[src/rtl/mips_multicycle_control_pkg.sv]
// Shared definitions for the multi-cycle MIPS control unit: opcodes, state
// encodings, datapath select codes and the packed control word.
package mc_ctrl_pkg;

   localparam logic [5:0] OP_RTYPE = 6'h00;
   localparam logic [5:0] OP_J     = 6'h02;
   localparam logic [5:0] OP_JAL   = 6'h03;
   localparam logic [5:0] OP_BEQ   = 6'h04;
   localparam logic [5:0] OP_BNE   = 6'h05;
   localparam logic [5:0] OP_ADDI  = 6'h08;
   localparam logic [5:0] OP_ANDI  = 6'h0C;
   localparam logic [5:0] OP_ORI   = 6'h0D;
   localparam logic [5:0] OP_XORI  = 6'h0E;
   localparam logic [5:0] OP_LUI   = 6'h0F;
   localparam logic [5:0] OP_LW    = 6'h23;
   localparam logic [5:0] OP_SW    = 6'h2B;

   localparam logic [5:0] FUNCT_JR = 6'h08;

   localparam logic [1:0] ALUOP_ADD   = 2'b00;
   localparam logic [1:0] ALUOP_SUB   = 2'b01;
   localparam logic [1:0] ALUOP_FUNCT = 2'b10;
   localparam logic [1:0] ALUOP_LOGIC = 2'b11;

   localparam logic [1:0] PCSRC_ALU    = 2'b00;
   localparam logic [1:0] PCSRC_ALUOUT = 2'b01;
   localparam logic [1:0] PCSRC_JUMP   = 2'b10;
   localparam logic [1:0] PCSRC_REG    = 2'b11;

   localparam logic [1:0] ALUSRCB_B      = 2'b00;
   localparam logic [1:0] ALUSRCB_FOUR   = 2'b01;
   localparam logic [1:0] ALUSRCB_IMM    = 2'b10;
   localparam logic [1:0] ALUSRCB_IMM_SH = 2'b11;

   typedef enum logic [3:0] {
      S_FETCH  = 4'd0,
      S_DECODE = 4'd1,
      S_MEMADR = 4'd2,
      S_MEMRD  = 4'd3,
      S_MEMWB  = 4'd4,
      S_MEMWR  = 4'd5,
      S_RTEXE  = 4'd6,
      S_ALUWB  = 4'd7,
      S_BRANCH = 4'd8,
      S_IMMEXE = 4'd9,
      S_JUMP   = 4'd10,
      S_JAL    = 4'd11,
      S_JR     = 4'd12,
      S_IMMWB  = 4'd13,
      S_HALT   = 4'd15
   } mc_state_e;

   typedef struct packed {
      logic       iord;
      logic       mem_read;
      logic       mem_write;
      logic       ir_write;
      logic       pc_write;
      logic       branch;
      logic       branch_ne;
      logic [1:0] pc_source;
      logic       alu_src_a;
      logic [1:0] alu_src_b;
      logic [1:0] alu_op;
      logic       reg_dst;
      logic       mem_to_reg;
      logic       reg_write;
      logic       ext_op;
      logic       jal_en;
      logic       lui_en;
      logic       instr_done;
      logic       illegal;
   } mc_ctrl_t;

   // Successor of DECODE; FETCH doubles as the "unimplemented opcode" answer.
   function automatic mc_state_e decode_next(input logic [5:0] op, input logic [5:0] fn);
      mc_state_e nxt;
      case (op)
         OP_LW, OP_SW:                           nxt = S_MEMADR;
         OP_RTYPE:                               nxt = (fn == FUNCT_JR) ? S_JR : S_RTEXE;
         OP_BEQ, OP_BNE:                         nxt = S_BRANCH;
         OP_ADDI, OP_ANDI, OP_ORI, OP_XORI, OP_LUI: nxt = S_IMMEXE;
         OP_J:                                   nxt = S_JUMP;
         OP_JAL:                                 nxt = S_JAL;
         default:                                nxt = S_FETCH;
      endcase
      return nxt;
   endfunction

   function automatic logic is_logical_imm(input logic [5:0] op);
      return (op == OP_ANDI) || (op == OP_ORI) || (op == OP_XORI);
   endfunction

endpackage

[src/rtl/mips_multicycle_control_if.sv]
// Control-unit bus: instruction fields and memory ready in, datapath controls out.
// MC_PERF_CNT_EN adds the cycle_cnt/instr_cnt performance counters.
interface mips_multicycle_control_if;
   logic [5:0] opcode;
   logic [5:0] funct;
   logic       mem_ready;

   logic       IorD;
   logic       MemRead;
   logic       MemWrite;
   logic       IRWrite;
   logic       PCWrite;
   logic       Branch;
   logic       BranchNe;
   logic [1:0] PCSource;
   logic       ALUSrcA;
   logic [1:0] ALUSrcB;
   logic [1:0] ALUOp;
   logic       RegDst;
   logic       MemtoReg;
   logic       RegWrite;
   logic       ExtOp;
   logic       JalEn;
   logic       LuiEn;
   logic [3:0] state_o;
   logic       instr_done;
   logic       illegal;
   logic       bus_fault;
`ifdef MC_PERF_CNT_EN
   logic [31:0] cycle_cnt;
   logic [31:0] instr_cnt;
`endif

   modport master (
      input  opcode, funct, mem_ready,
      output IorD, MemRead, MemWrite, IRWrite, PCWrite, Branch, BranchNe, PCSource,
             ALUSrcA, ALUSrcB, ALUOp, RegDst, MemtoReg, RegWrite, ExtOp, JalEn, LuiEn,
             state_o, instr_done, illegal, bus_fault
`ifdef MC_PERF_CNT_EN
      , output cycle_cnt, instr_cnt
`endif
   );

   modport slave (
      output opcode, funct, mem_ready,
      input  IorD, MemRead, MemWrite, IRWrite, PCWrite, Branch, BranchNe, PCSource,
             ALUSrcA, ALUSrcB, ALUOp, RegDst, MemtoReg, RegWrite, ExtOp, JalEn, LuiEn,
             state_o, instr_done, illegal, bus_fault
`ifdef MC_PERF_CNT_EN
      , input cycle_cnt, instr_cnt
`endif
   );
endinterface

[src/rtl/mips_multicycle_control_mem_wait.sv]
// Stall counter for memory-access states; flags a timeout once MAX_WAIT stalls
// have elapsed and the memory is still not ready.
module mc_mem_wait #(
   parameter int WAIT_W   = 4,
   parameter int MAX_WAIT = 8
) (
   input  logic clk,
   input  logic reset,
   input  logic clr,
   input  logic mem_ready,
   output logic timeout
);
   logic [WAIT_W-1:0] r_cnt;
   logic              w_at_max;

   assign w_at_max = (r_cnt == WAIT_W'(MAX_WAIT));
   // Ready in the cycle the count sits at MAX_WAIT still counts as a completion.
   assign timeout  = !clr && !mem_ready && w_at_max;

   always_ff @(posedge clk) begin
      if (reset || clr || mem_ready) begin
         r_cnt <= '0;
      end else if (!w_at_max) begin
         r_cnt <= r_cnt + WAIT_W'(1);
      end
   end
endmodule

[src/rtl/mips_multicycle_control.sv]
// Multi-cycle MIPS main control: Moore FSM driving the shared datapath, with a
// ready/timeout memory handshake. Optional MC_PERF_CNT_EN adds perf counters.
module mips_multicycle_control
   import mc_ctrl_pkg::*;
#(
   parameter int WAIT_W        = 4,
   parameter int MAX_WAIT      = 8,
   parameter int MEM_HANDSHAKE = 1
) (
   input logic                       clk,
   input logic                       reset,
   mips_multicycle_control_if.master bus
);
   // Handshake: a memory state holds its strobes until mem_ready is seen high
   // at a rising edge, or until the wait counter times out into HALT.
   mc_state_e  r_state;
   mc_state_e  w_next;
   logic [5:0] r_op;
   logic       r_bus_fault;
   mc_ctrl_t   w_ctrl;
   logic       w_ready;
   logic       w_clr;
   logic       w_timeout;
   logic       w_logical;

   assign w_ready   = (MEM_HANDSHAKE == 0) ? 1'b1 : bus.mem_ready;
   assign w_clr     = !((r_state == S_FETCH) || (r_state == S_MEMRD) || (r_state == S_MEMWR));
   assign w_logical = is_logical_imm(r_op);

   mc_mem_wait #(
      .WAIT_W   (WAIT_W),
      .MAX_WAIT (MAX_WAIT)
   ) u_mem_wait (
      .clk       (clk),
      .reset     (reset),
      .clr       (w_clr),
      .mem_ready (w_ready),
      .timeout   (w_timeout)
   );

   always_ff @(posedge clk) begin
      if (reset) begin
         r_state     <= S_FETCH;
         r_op        <= '0;
         r_bus_fault <= 1'b0;
      end else begin
         r_state <= w_next;
         if (r_state == S_DECODE) r_op <= bus.opcode;
         if (w_timeout) r_bus_fault <= 1'b1;
      end
   end

   always_comb begin
      w_next        = r_state;
      w_ctrl        = '0;
      w_ctrl.ext_op = 1'b1;
      case (r_state)
         S_FETCH: begin
            w_ctrl.mem_read  = 1'b1;
            w_ctrl.alu_src_b = ALUSRCB_FOUR;
            w_ctrl.ir_write  = w_ready;
            w_ctrl.pc_write  = w_ready;
            if (w_timeout) w_next = S_HALT;
            else if (w_ready) w_next = S_DECODE;
         end
         S_DECODE: begin
            w_ctrl.alu_src_b = ALUSRCB_IMM_SH;
            w_next           = decode_next(bus.opcode, bus.funct);
            w_ctrl.illegal   = (w_next == S_FETCH);
         end
         S_MEMADR: begin
            w_ctrl.alu_src_a = 1'b1;
            w_ctrl.alu_src_b = ALUSRCB_IMM;
            w_next           = (r_op == OP_LW) ? S_MEMRD : S_MEMWR;
         end
         S_MEMRD: begin
            w_ctrl.iord     = 1'b1;
            w_ctrl.mem_read = 1'b1;
            if (w_timeout) w_next = S_HALT;
            else if (w_ready) w_next = S_MEMWB;
         end
         S_MEMWB: begin
            w_ctrl.mem_to_reg = 1'b1;
            w_ctrl.reg_write  = 1'b1;
            w_ctrl.instr_done = 1'b1;
            w_next            = S_FETCH;
         end
         S_MEMWR: begin
            w_ctrl.iord       = 1'b1;
            w_ctrl.mem_write  = 1'b1;
            w_ctrl.instr_done = w_ready;
            if (w_timeout) w_next = S_HALT;
            else if (w_ready) w_next = S_FETCH;
         end
         S_RTEXE: begin
            w_ctrl.alu_src_a = 1'b1;
            w_ctrl.alu_op    = ALUOP_FUNCT;
            w_next           = S_ALUWB;
         end
         S_ALUWB: begin
            w_ctrl.reg_dst    = 1'b1;
            w_ctrl.reg_write  = 1'b1;
            w_ctrl.instr_done = 1'b1;
            w_next            = S_FETCH;
         end
         S_BRANCH: begin
            w_ctrl.alu_src_a  = 1'b1;
            w_ctrl.alu_op     = ALUOP_SUB;
            w_ctrl.pc_source  = PCSRC_ALUOUT;
            w_ctrl.branch     = (r_op == OP_BEQ);
            w_ctrl.branch_ne  = (r_op == OP_BNE);
            w_ctrl.instr_done = 1'b1;
            w_next            = S_FETCH;
         end
         S_IMMEXE: begin
            w_ctrl.alu_src_a = 1'b1;
            w_ctrl.alu_src_b = ALUSRCB_IMM;
            w_ctrl.alu_op    = w_logical ? ALUOP_LOGIC : ALUOP_ADD;
            w_ctrl.ext_op    = !w_logical;
            w_ctrl.lui_en    = (r_op == OP_LUI);
            w_next           = S_IMMWB;
         end
         S_IMMWB: begin
            w_ctrl.reg_write  = 1'b1;
            w_ctrl.ext_op     = !w_logical;
            w_ctrl.lui_en     = (r_op == OP_LUI);
            w_ctrl.instr_done = 1'b1;
            w_next            = S_FETCH;
         end
         S_JUMP: begin
            w_ctrl.pc_write   = 1'b1;
            w_ctrl.pc_source  = PCSRC_JUMP;
            w_ctrl.instr_done = 1'b1;
            w_next            = S_FETCH;
         end
         S_JAL: begin
            w_ctrl.pc_write   = 1'b1;
            w_ctrl.pc_source  = PCSRC_JUMP;
            w_ctrl.reg_write  = 1'b1;
            w_ctrl.jal_en     = 1'b1;
            w_ctrl.instr_done = 1'b1;
            w_next            = S_FETCH;
         end
         S_JR: begin
            w_ctrl.pc_write   = 1'b1;
            w_ctrl.pc_source  = PCSRC_REG;
            w_ctrl.instr_done = 1'b1;
            w_next            = S_FETCH;
         end
         S_HALT: begin
            w_ctrl.ext_op = 1'b0;
            w_next        = S_HALT;
         end
         default: w_next = S_FETCH;
      endcase
      // Reset masks every pulse and strobe; only sign extension stays selected.
      if (reset) begin
         w_ctrl        = '0;
         w_ctrl.ext_op = 1'b1;
      end
   end

   assign bus.IorD       = w_ctrl.iord;
   assign bus.MemRead    = w_ctrl.mem_read;
   assign bus.MemWrite   = w_ctrl.mem_write;
   assign bus.IRWrite    = w_ctrl.ir_write;
   assign bus.PCWrite    = w_ctrl.pc_write;
   assign bus.Branch     = w_ctrl.branch;
   assign bus.BranchNe   = w_ctrl.branch_ne;
   assign bus.PCSource   = w_ctrl.pc_source;
   assign bus.ALUSrcA    = w_ctrl.alu_src_a;
   assign bus.ALUSrcB    = w_ctrl.alu_src_b;
   assign bus.ALUOp      = w_ctrl.alu_op;
   assign bus.RegDst     = w_ctrl.reg_dst;
   assign bus.MemtoReg   = w_ctrl.mem_to_reg;
   assign bus.RegWrite   = w_ctrl.reg_write;
   assign bus.ExtOp      = w_ctrl.ext_op;
   assign bus.JalEn      = w_ctrl.jal_en;
   assign bus.LuiEn      = w_ctrl.lui_en;
   assign bus.instr_done = w_ctrl.instr_done;
   assign bus.illegal    = w_ctrl.illegal;
   assign bus.state_o    = reset ? 4'd0 : r_state;
   assign bus.bus_fault  = r_bus_fault && !reset;

`ifdef MC_PERF_CNT_EN
   logic [31:0] r_cycle_cnt;
   logic [31:0] r_instr_cnt;

   always_ff @(posedge clk) begin
      if (reset) begin
         r_cycle_cnt <= '0;
         r_instr_cnt <= '0;
      end else begin
         r_cycle_cnt <= r_cycle_cnt + 32'd1;
         if (w_ctrl.instr_done) r_instr_cnt <= r_instr_cnt + 32'd1;
      end
   end

   assign bus.cycle_cnt = reset ? 32'd0 : r_cycle_cnt;
   assign bus.instr_cnt = reset ? 32'd0 : r_instr_cnt;
`endif

endmodule

[src/flat_wrapper.sv]
// flat-port wrapper written by rule: the top's interface ports become plain ports
module mips_multicycle_control_flat import mc_ctrl_pkg::*;
#(
   parameter int WAIT_W        = 4,
   parameter int MAX_WAIT      = 8,
   parameter int MEM_HANDSHAKE = 1
)
  (clk, reset, bus_opcode, bus_funct, bus_mem_ready, bus_IorD, bus_MemRead, bus_MemWrite, bus_IRWrite, bus_PCWrite, bus_Branch, bus_BranchNe, bus_PCSource, bus_ALUSrcA, bus_ALUSrcB, bus_ALUOp, bus_RegDst, bus_MemtoReg, bus_RegWrite, bus_ExtOp, bus_JalEn, bus_LuiEn, bus_state_o, bus_instr_done, bus_illegal, bus_bus_fault);
  mips_multicycle_control_if bus_i ();
  input logic clk;
  input logic reset;
  input wire logic [$bits(bus_i.opcode)-1:0] bus_opcode;
  input wire logic [$bits(bus_i.funct)-1:0] bus_funct;
  input wire logic [$bits(bus_i.mem_ready)-1:0] bus_mem_ready;
  output wire logic [$bits(bus_i.IorD)-1:0] bus_IorD;
  output wire logic [$bits(bus_i.MemRead)-1:0] bus_MemRead;
  output wire logic [$bits(bus_i.MemWrite)-1:0] bus_MemWrite;
  output wire logic [$bits(bus_i.IRWrite)-1:0] bus_IRWrite;
  output wire logic [$bits(bus_i.PCWrite)-1:0] bus_PCWrite;
  output wire logic [$bits(bus_i.Branch)-1:0] bus_Branch;
  output wire logic [$bits(bus_i.BranchNe)-1:0] bus_BranchNe;
  output wire logic [$bits(bus_i.PCSource)-1:0] bus_PCSource;
  output wire logic [$bits(bus_i.ALUSrcA)-1:0] bus_ALUSrcA;
  output wire logic [$bits(bus_i.ALUSrcB)-1:0] bus_ALUSrcB;
  output wire logic [$bits(bus_i.ALUOp)-1:0] bus_ALUOp;
  output wire logic [$bits(bus_i.RegDst)-1:0] bus_RegDst;
  output wire logic [$bits(bus_i.MemtoReg)-1:0] bus_MemtoReg;
  output wire logic [$bits(bus_i.RegWrite)-1:0] bus_RegWrite;
  output wire logic [$bits(bus_i.ExtOp)-1:0] bus_ExtOp;
  output wire logic [$bits(bus_i.JalEn)-1:0] bus_JalEn;
  output wire logic [$bits(bus_i.LuiEn)-1:0] bus_LuiEn;
  output wire logic [$bits(bus_i.state_o)-1:0] bus_state_o;
  output wire logic [$bits(bus_i.instr_done)-1:0] bus_instr_done;
  output wire logic [$bits(bus_i.illegal)-1:0] bus_illegal;
  output wire logic [$bits(bus_i.bus_fault)-1:0] bus_bus_fault;
  assign bus_i.opcode = bus_opcode;
  assign bus_i.funct = bus_funct;
  assign bus_i.mem_ready = bus_mem_ready;
  assign bus_IorD = bus_i.IorD;
  assign bus_MemRead = bus_i.MemRead;
  assign bus_MemWrite = bus_i.MemWrite;
  assign bus_IRWrite = bus_i.IRWrite;
  assign bus_PCWrite = bus_i.PCWrite;
  assign bus_Branch = bus_i.Branch;
  assign bus_BranchNe = bus_i.BranchNe;
  assign bus_PCSource = bus_i.PCSource;
  assign bus_ALUSrcA = bus_i.ALUSrcA;
  assign bus_ALUSrcB = bus_i.ALUSrcB;
  assign bus_ALUOp = bus_i.ALUOp;
  assign bus_RegDst = bus_i.RegDst;
  assign bus_MemtoReg = bus_i.MemtoReg;
  assign bus_RegWrite = bus_i.RegWrite;
  assign bus_ExtOp = bus_i.ExtOp;
  assign bus_JalEn = bus_i.JalEn;
  assign bus_LuiEn = bus_i.LuiEn;
  assign bus_state_o = bus_i.state_o;
  assign bus_instr_done = bus_i.instr_done;
  assign bus_illegal = bus_i.illegal;
  assign bus_bus_fault = bus_i.bus_fault;
  mips_multicycle_control #(.WAIT_W(WAIT_W), .MAX_WAIT(MAX_WAIT), .MEM_HANDSHAKE(MEM_HANDSHAKE)) u_core (.clk(clk), .reset(reset), .bus(bus_i));
endmodule
[config.mk]
export PLATFORM = sky130hd
export DESIGN_NAME = mips_multicycle_control_flat
export DESIGN_NICKNAME = d
export VERILOG_FILES = /design/src/rtl/mips_multicycle_control_pkg.sv /design/src/rtl/mips_multicycle_control_if.sv /design/src/rtl/mips_multicycle_control_mem_wait.sv /design/src/rtl/mips_multicycle_control.sv /design/src/flat_wrapper.sv
export SDC_FILE = /design/constraint.sdc
export NUM_CORES = 1
export LEC_CHECK = 0
export CORE_ASPECT_RATIO = 1.2
export CORE_UTILIZATION = 30
export CTS_CLUSTER_SIZE = 8
export DETAILED_ROUTE_END_ITERATION = 12
export PLACE_DENSITY = 0.7
export SLEW_MARGIN = 20
export SYNTH_ARGS = -nofsm -noshare
export SYNTH_HDL_FRONTEND = slang
export SYNTH_SLANG_ARGS = --single-unit
export TNS_END_PERCENT = 100
[constraint.sdc]
create_clock -name clk -period 1.78 [get_ports clk]
set_input_delay 0.534 -clock clk [delete_from_list [all_inputs] [get_ports clk]]
set_output_delay 0.534 -clock clk [all_outputs]
set_load 0.005 [all_outputs]
# After elaboration in Yosys (flattened, before gate mapping)
# Cells that the tools add are included.
dict set report word_totals {
  in_bits 15
  register_bits 15
  elab_cells 103
  out_inout_bits 27
}
dict set report op_classes {
  addsub 1
  eq_ne 37
  reduce_logical 29
  mux 32
}
# operator count
set ops {}
lappend ops {{$eq 6x4->1 const B} 10}
lappend ops {{$mux 4} 9}
lappend ops {{$eq 4x4->1 const B} 8}
lappend ops {{$pmux 4 s8} 1}
lappend ops {{$eq 6x3->1 const B} 4}
lappend ops {{$pmux 4 s6} 1}
lappend ops {{$mux 22} 1}
lappend ops {{$eq 6x6->1 const B} 3}
lappend ops {{$pmux 2 s3} 3}
lappend ops {{$eq 4x3->1 const B} 4}
lappend ops {{$reduce_or 2->1} 7}
lappend ops {{$eq 6x2->1 const B} 2}
lappend ops {{$mux 1} 11}
lappend ops {{$ne 3x3->1 const B} 3}
lappend ops {{$eq 4x2->1 const B} 2}
lappend ops {{$logic_not 4->1} 2}
lappend ops {{$reduce_or 4->1} 2}
lappend ops {{$reduce_or 7->1} 1}
lappend ops {{$logic_not 6->1} 1}
lappend ops {{$logic_or 1x1->1} 6}
lappend ops {{$pmux 1 s2} 3}
lappend ops {{$reduce_or 5->1} 1}
lappend ops {{$add 4x1->4 const B} 1}
lappend ops {{$eq 4x1->1 const B} 1}
lappend ops {{other kinds (6)} 12}

# Longest topological paths before layout
# Gate-level depths: netlist of run 1.
dict set report depth {
  ltp_word 7
  ltp_mapped 8
  ltp_nobuf 8
}

# Hierarchy
# A second synthesis of run 1 with hierarchy kept.
dict set report hier_totals {
  cells_unflattened 187
  area_unflattened_um2 1275.0
}
# module seq_area_each_um2 area_each_um2 n_inst cells_per_inst
set by_module_without_submodules {}
lappend by_module_without_submodules {mips_multicycle_control 220.2 1068.5 1 165}
lappend by_module_without_submodules {mc_mem_wait 80.1 206.4 1 22}

# Worst setup path before layout of run 1
# OpenSTA, ideal clock, no wires.
dict set report synth_timing {
  path_type {in2out}
  start {in reset}
  end {out bus_BranchNe}
  t_arrival_ps 1428
  setup_slack_ps -182
  cell_stages 5
  required_time_ps 1246
  n_path_buf 1
  cell_sequence {clkbuf_1 nand2b_1 inv_1 nand4_1 nor4b_1}
}
dict set report synth_between {
  elab_chain_len 1
}
# item line
set synth_lines {}
lappend synth_lines {{from (decl)} flat_wrapper.sv:11} ;# input logic reset;
lappend synth_lines {{$mux 22} mips_multicycle_control.sv:157} ;# if (reset) begin
lappend synth_lines {{to (decl)} flat_wrapper.sv:21} ;# output wire logic [$bits(bus_i.BranchNe)-1:0] bus_BranchNe;
# No other way between the ends.

# Worst setup path after layout of run 1
dict set report layout_timing {
  start {in bus_opcode[3]}
  end {out bus_illegal}
}
dict set report layout_between {
  elab_chain_len 7
  elab_cells_between_ends 20
  cone_classes {11 x eq/ne; 4 x mux; 5 x reduce/logical}
}
# item line
set layout_lines {}
lappend layout_lines {{from (decl)} flat_wrapper.sv:12} ;# input wire logic [$bits(bus_i.opcode)-1:0] bus_opcode;
lappend layout_lines {{$eq 6x4->1, or another cell as far along} mips_multicycle_control_pkg.sv:78} ;# case (op)
lappend layout_lines {{$reduce_or 5->1 / $reduce_or 2->1 (equally long branches)} mips_multicycle_control_pkg.sv:78}
lappend layout_lines {{$pmux 4 s6 (*)} mips_multicycle_control_pkg.sv:78}
lappend layout_lines {{$mux 4 (*)} mips_multicycle_control.sv:57} ;# case (r_state)
lappend layout_lines {{$logic_not 4->1 (*)} mips_multicycle_control.sv:69} ;# w_ctrl.illegal = (w_next == S_FETCH);
lappend layout_lines {{$mux 1 (*)} mips_multicycle_control.sv:57}
lappend layout_lines {{$mux 22 (*)} mips_multicycle_control.sv:157}
lappend layout_lines {{to (decl)} flat_wrapper.sv:34} ;# output wire logic [$bits(bus_i.illegal)-1:0] bus_illegal;
# Every way passes the cells marked *; elsewhere a longest branch is shown, timed or not. The select of a mux whose other input is x is not followed.

==> metrics.yaml, run 1 <==
global_route:
  track_usage_pct: 23.5
  grt_max_degree: 13
  antenna_found_initial: 0
  grt_first_pass_wirelength_mm: 8.58
  overflow: 0
  grt_pass1_vias: 1879
yosys:
  synth_common_cells: "27 x nand2_1, 18 x a21oi_1, 18 x nor2_1, 15 x dfxtp_1, 11 x nor3_1"
  synth_edf_count: 0
  ys_ff_latch: 15
  netlist_instances: 187
  yosysWarnings: 0
  ys_seq_area_share_pct: 23.1
  synth_area_per_cell_um2: 6.96
  ys.flop_type: "dfxtp_1"
  yosysTopAreaCell: "dfxtp_1"
  synth_cell_types: 46
  async_reset_ff_share_pct: 0
  yosysTopAreaCellShare_pct: 23.1
  netlist_area_um2: 1300
  synth_fp_nets: 204
  yosys-top-cells-area: "dfxtp_1 23%, nand2_1 7.8%, a21oi_1 6.9%"
  yosysMostFrequentCell: "nand2_1"
power_and_ir_drop:
  finalPower_mw: 2.37
  p_leak_nw: 1.19
  power_density_nw_per_um2: 869
  vdd_ir_drop_max_mv: 0.477
floorplanning:
  die_width_um: 62.1
  dieArea_um2: 4610
  start_util_pct: 32.2
  die_h_um: 74.1
  rows: 25
  io_pins: 42
  core_um2: 4040
timing:
  fmax_ghz: 0.487
  hold_viol_final: 0
  clock_skew_ps: 1.18
  slew_violations: 0
  finalCriticalPeriod_ps: 2050
  relSlewSlack_pct: 64.3
  worst_pin_slew_ps: 534
  setup_ws_ps: -273
  rsz0062_at_grt: "yes"
  fin_crit_sh_pct: 115
  tns_ps: -3270
  setup_viol: 21
clocking:
  path_clk_slew_ps: 60
  clk_path_buf_depth: 2
  cts.sinks: 15
  cts_root_buffer: "clkbuf_8"
  tritoncts: "done"
  cts_hold_buf: 0
  numCtsBuffers: 3
  htreeDepth: 1
  clk_latency_ps: 250
drt:
  drt_iter0_markers: 63
  antenna_left: 0
  firstDrtPassIters: 4
  vias: 1855
  wire_per_inst_um: 16.2
  drc_errors: 0
  drt-total-wl_mm: 5.71
  viasPerCell: 5.25
worst_setup_path:
  worst-path-max-fanout: 4
  critPathKind: "input port to primary output"
  cp_slowest_stage_delay_ps: 500
  worstReg2RegStart: "u_core.r_state[1]"
  critPathSlowestCell: "or4b_4"
  critPathCaptureType: "primary output"
  ff2ff_path_depth: 10
  critical-path-top-delay-family: "simple AND/OR/NAND/NOR gates"
  required_ps: 1250
  critical_path_arrival_ps: 1520
  path_buf_inv: 2
  r2r-end: "u_core.r_state[0]"
  startpoint_type: "input port"
  crit_chain: "buf_8 -> nor2_2 -> a21oi_1 -> or4b_4 -> nand2_2 -> nor4_1 -> buf_2"
  reg2reg_slack_ps: -90
run_status:
  status: "complete, but fails checks"
  failed_checks: "setup timing"
min_path:
  worstHoldPathType: "flop to flop"
  hold_depth: 2
  hold_start: "u_core.r_bus_fault"
  min_to: "u_core.r_bus_fault"
final_layout:
  nNetsFinal: 317
  layout-drive-gt1-share_pct: 60.5
  antenna_cells: 0
  area_delta_synth_final_pct: 110
place:
  dpl.hpwl_mm: 3.18
  place.gp.congestion: 0.879
  portBuffers: 41
job:
  drv_cap: 0
-- cells by family after synthesis --
logic type / after synthesis / synth area share [%]
AO/OA/AOI/OAI: 44 / 21.0
XOR/XNOR: 4 / 2.69
adder cells (fa/ha/maj): 2 / 1.92
buffers and inverters: 20 / 7.40
flip-flops: 15 / 23.1
multiplexers: 3 / 2.40
AND/OR/NAND/NOR: 99 / 41.5
-- sequential cells by signal, summed over array words and instances, names as in the netlist --
name / cells
u_core.r_bus_fault: 1
u_core.r_op: 6
u_core.r_state: 4
u_core.u_mem_wait.r_cnt: 4
-- timing repair --
| action | CTS | global route |
|---|---|---|
| gates resized for setup | 207 | 44 |
| buffers inserted | 21 | 14 |
| pin swaps | 28 | 25 |
| setup endpoints to repair | 31 | 29 |
-- layer usage --
metal | wire (um) | part of all wire [%] | track usage (%) | vias up
met5 | 0 | 0 | 0 | -
li1 | - | - | - | 883
met3 | 259 | 4.5 | 3.07 | 27
met4 | 250 | 4.4 | 14.7 | 0
met1 | 2180 | 38 | 25.7 | 871
met2 | 3030 | 53 | 43.7 | 74
-- area by class of cell --
type / instances / area [um^2]
inverter: 8 / 32.5
multi-input combinational: 152 / 1220
clock buffer: 4 / 45.0
timing repair buffer: 120 / 1050
tap: 54 / 67.6
sequential: 15 / 313
fill: 308 / 1300
-- worst max path at each step --
stage,slack [ps],end,start,depth (start not counted)
6_report,-270,bus_illegal,bus_opcode[3],7
5_1_grt,-370,bus_BranchNe,u_core.r_state[1],5
4_1_cts,-290,bus_illegal,bus_opcode[3],7
3_5_place_dp,-1070,bus_illegal,bus_opcode[0],6
3_3_place_gp,-1030,bus_illegal,bus_opcode[0],6
2_1_floorplan,-60,bus_BranchNe,reset,5
-- power by group --
| group | internal, mW | switching [mW] |
|---|---|---|
| Clock | 0.159 | 0.123 |
| Combinational | 0.835 | 0.759 |
| Sequential | 0.403 | 0.0969 |
-- tightest hold or removal path, delay by kind of cell, from the launching register on --
| family | cells | cell delay (ps) |
|---|---|---|
| DFF | 1 | 320 |
| and+or+nand+nor | 1 | 70 |
| AOI/OAI and AO/OA | 1 | 40 |
-- per-stage QoR --
stage	setup WS, ps	cell area [um^2]	util, %	hold WS (ps)	cells
after floorplan	-61.3	1340	-	429	187
after global placement	-1030	2130	52.8	443	322
after detailed placement	-1070	2130	52.8	453	322
after CTS	-291	2490	61.8	470	346
after global routing	-367	2730	67.7	529	353
final	-273	2730	67.7	469	353
-- cells in the final DEF (no fill, tap or decap), types with 4 or more instances in the layout --
cell,synthesis,routed
o21ai_0,8,4
a21oi_1,18,15
nand3_1,4,4
dfxtp_1,15,11
nor2_2,3,7
nor2b_4,2,4
buf_4,2,51
nand2_1,27,23
buf_2,5,21
nor4_1,6,4
inv_1,8,5
buf_6,1,30
clkdlybuf4s50_1,0,6
o21ai_1,4,7
nor2_1,18,7
nor3_1,11,5
nand2b_4,1,5
nor3_2,1,5
buf_8,0,5
nand2b_1,8,4
nor2_4,0,7
Power figures use the tool's default switching activity.
==> inputs of run 2 (changes only) <==
- SKIP_LAST_GASP: unset -> 1
==> metrics.yaml, run 2 (same netlist as run 1, synthesis figures left out) <==
clocking:
  clk_path_buf_depth: 2  # unchanged
  clk_latency_ps: 250  # about the same
  numCtsBuffers: 3  # unchanged
  cts_hold_buf: 0  # unchanged
  cts.sinks: 15  # unchanged
  path_clk_slew_ps: 60  # about the same
  tritoncts: "done"
  htreeDepth: 1  # unchanged
  cts_root_buffer: "clkbuf_8"
timing:
  worst_pin_slew_ps: 518  # -16.0 ps
  hold_viol_final: 0  # unchanged
  clock_skew_ps: 1.93  # +0.750 ps
  hold_slack_ps: 467  # -1.93 ps
  setup_viol: 21  # unchanged
  rsz0062_at_grt: "yes"
  setup_ws_ps: -301  # -27.6 ps
  fin_crit_sh_pct: 117  # +1.6 points
  slew_violations: 0  # unchanged
  tns_ps: -3390  # -119 ps
  relSlewSlack_pct: 65.4  # +1.1 points
  finalCriticalPeriod_ps: 2080  # +27.6 ps
  fmax_ghz: 0.481  # -1.3%
floorplanning:
  die_h_um: 74.1  # unchanged
  dieArea_um2: 4610  # unchanged
  io_pins: 42  # unchanged
  core_um2: 4040  # unchanged
  start_util_pct: 32.2  # unchanged
  rows: 25  # unchanged
  die_width_um: 62.1  # unchanged
global_route:
  grt_first_pass_wirelength_mm: 8.46  # -1.4%
  overflow: 0  # unchanged
  grt_pass1_vias: 1866  # -0.69%
  grt_max_degree: 13  # unchanged
  antenna_found_initial: 0  # unchanged
  track_usage_pct: 23.2  # -0.33 points
final_layout:
  fillers: 304  # -1.3%
  largest_register_ffs: 6  # unchanged
  area_delta_synth_final_pct: 107
  most-common-layout-cells: "53 x buf_4, 25 x buf_6, 24 x nand2_1"
  multi_input_area_um2: 1210  # -1.1%
  stdcell_count: 352  # -0.28%
  largest_register: "u_core.r_op"
  final_area_um2: 2690  # -1.6%
  utilization_pct: 66.6  # -1.1 points
  layout-drive-gt1-share_pct: 59.4  # -1.1 points
  reg_top3: "u_core.r_op x6, u_core.r_state x4, u_core.u_mem_wait.r_cnt x4"
  ff_latch_area_um2: 313  # unchanged
  nNetsFinal: 316  # -0.32%
  final_common_cell: "buf_4"
  antenna_cells: 0  # unchanged
drt:
  drt_iter0_markers: 83  # +32%
  firstDrtPassIters: 4  # unchanged
  antenna_left: 0  # unchanged
  drc_errors: 0  # unchanged
  wire_per_inst_um: 15.9  # -1.8%
  viasPerCell: 5.25  # about the same
  drt-total-wl_mm: 5.60  # -2.0%
  vias: 1849  # -0.32%
power_and_ir_drop:
  vdd_ir_drop_max_mv: 0.484  # +1.4%
  p_leak_nw: 1.16  # -2.2%
  finalPower_mw: 2.38  # +0.36%
  power_density_nw_per_um2: 887  # +2.0%
worst_setup_path:
  critical_path_arrival_ps: 1550  # +30 ps
  r2r-end: "u_core.r_state[0]"
  ff2ff_path_depth: 9  # -1
  startpoint_type: "input port"
  critPathSlowestCell: "or4b_4"
  worstReg2RegStart: "u_core.r_state[1]"
  cp_slowest_stage_delay_ps: 520  # +20 ps
  critPathKind: "input port to primary output"
  critPathCaptureType: "primary output"
  required_ps: 1250  # about the same
  reg2reg_slack_ps: -40  # +50 ps
  worst-path-max-fanout: 4  # unchanged
  cpMostUsedCell: "buf_2"
  crit_chain: "buf_2 -> buf_4 -> or4b_4 -> nand2_2 -> nor4_1 -> buf_2"
run_status:
  failed_checks: "setup timing"
  status: "complete, but fails checks"
place:
  post-place-ws_ps: -1070  # unchanged
  post-place-cells: 322  # unchanged
  dpl.hpwl_mm: 3.18  # unchanged
  place.gp.congestion: 0.879  # unchanged
  portBuffers: 41  # unchanged
  place_area_um2: 2130  # unchanged
job:
  drv_cap: 0  # unchanged
min_path:
  hold_start: "u_core.r_bus_fault"
  worstHoldPathType: "flop to flop"
  min_to: "u_core.r_bus_fault"
  hold_depth: 2  # unchanged
## run 2: critical path: cells and delay by family
kind                   cells  cell delay, ps
AND/OR/NAND/NOR            3             630
buffers and inverters      3             390
## run 2: where the power goes
group	total, mW	internal (mW)	switching, mW
Combinational	1.61	0.850	0.755
Sequential	0.498	0.403	0.0959
Clock	0.280	0.159	0.121
## run 2: worst max path at each step
stage / slack (ps) / startpoint / depth (start not counted) / to
floorplan: -60 / reset / 5 / bus_BranchNe
global placement: -1030 / bus_opcode[0] / 6 / bus_illegal
detailed placement: -1070 / bus_opcode[0] / 6 / bus_illegal
CTS: -290 / bus_opcode[3] / 7 / bus_illegal
global route: -360 / u_core.r_state[1] / 5 / bus_BranchNe
finish: -300 / bus_opcode[2] / 6 / bus_illegal
## run 2: metal layers
metal / global-route usage [%] / up-vias / wire length (um)
met4: 14.2 / 0 / 187
met2: 43.1 / 71 / 2930
met1: 25.3 / 880 / 2200
met5: 0 / - / 0
met3: 3.22 / 20 / 282
li1: - / 878 / -
## run 2: layout make-up
type,count,area share [%]
tap,54,2.51
clock buffer,4,1.68
sequential,15,11.6
inverter,8,1.21
multi-input combinational,152,44.9
timing repair buffer,119,38.1
## run 2: timing repair
action	in CTS	in global routing
buffers inserted	21	13
resized for setup	199	40
pin swaps	28	24
endpoints found under the setup margin	31	30
==> inputs of run 3 (changes only) <==
- CTS_CLUSTER_DIAMETER: unset -> 120
==> results of run 3 <==
Final layout, timing and power as in run 2 (identical DEF).
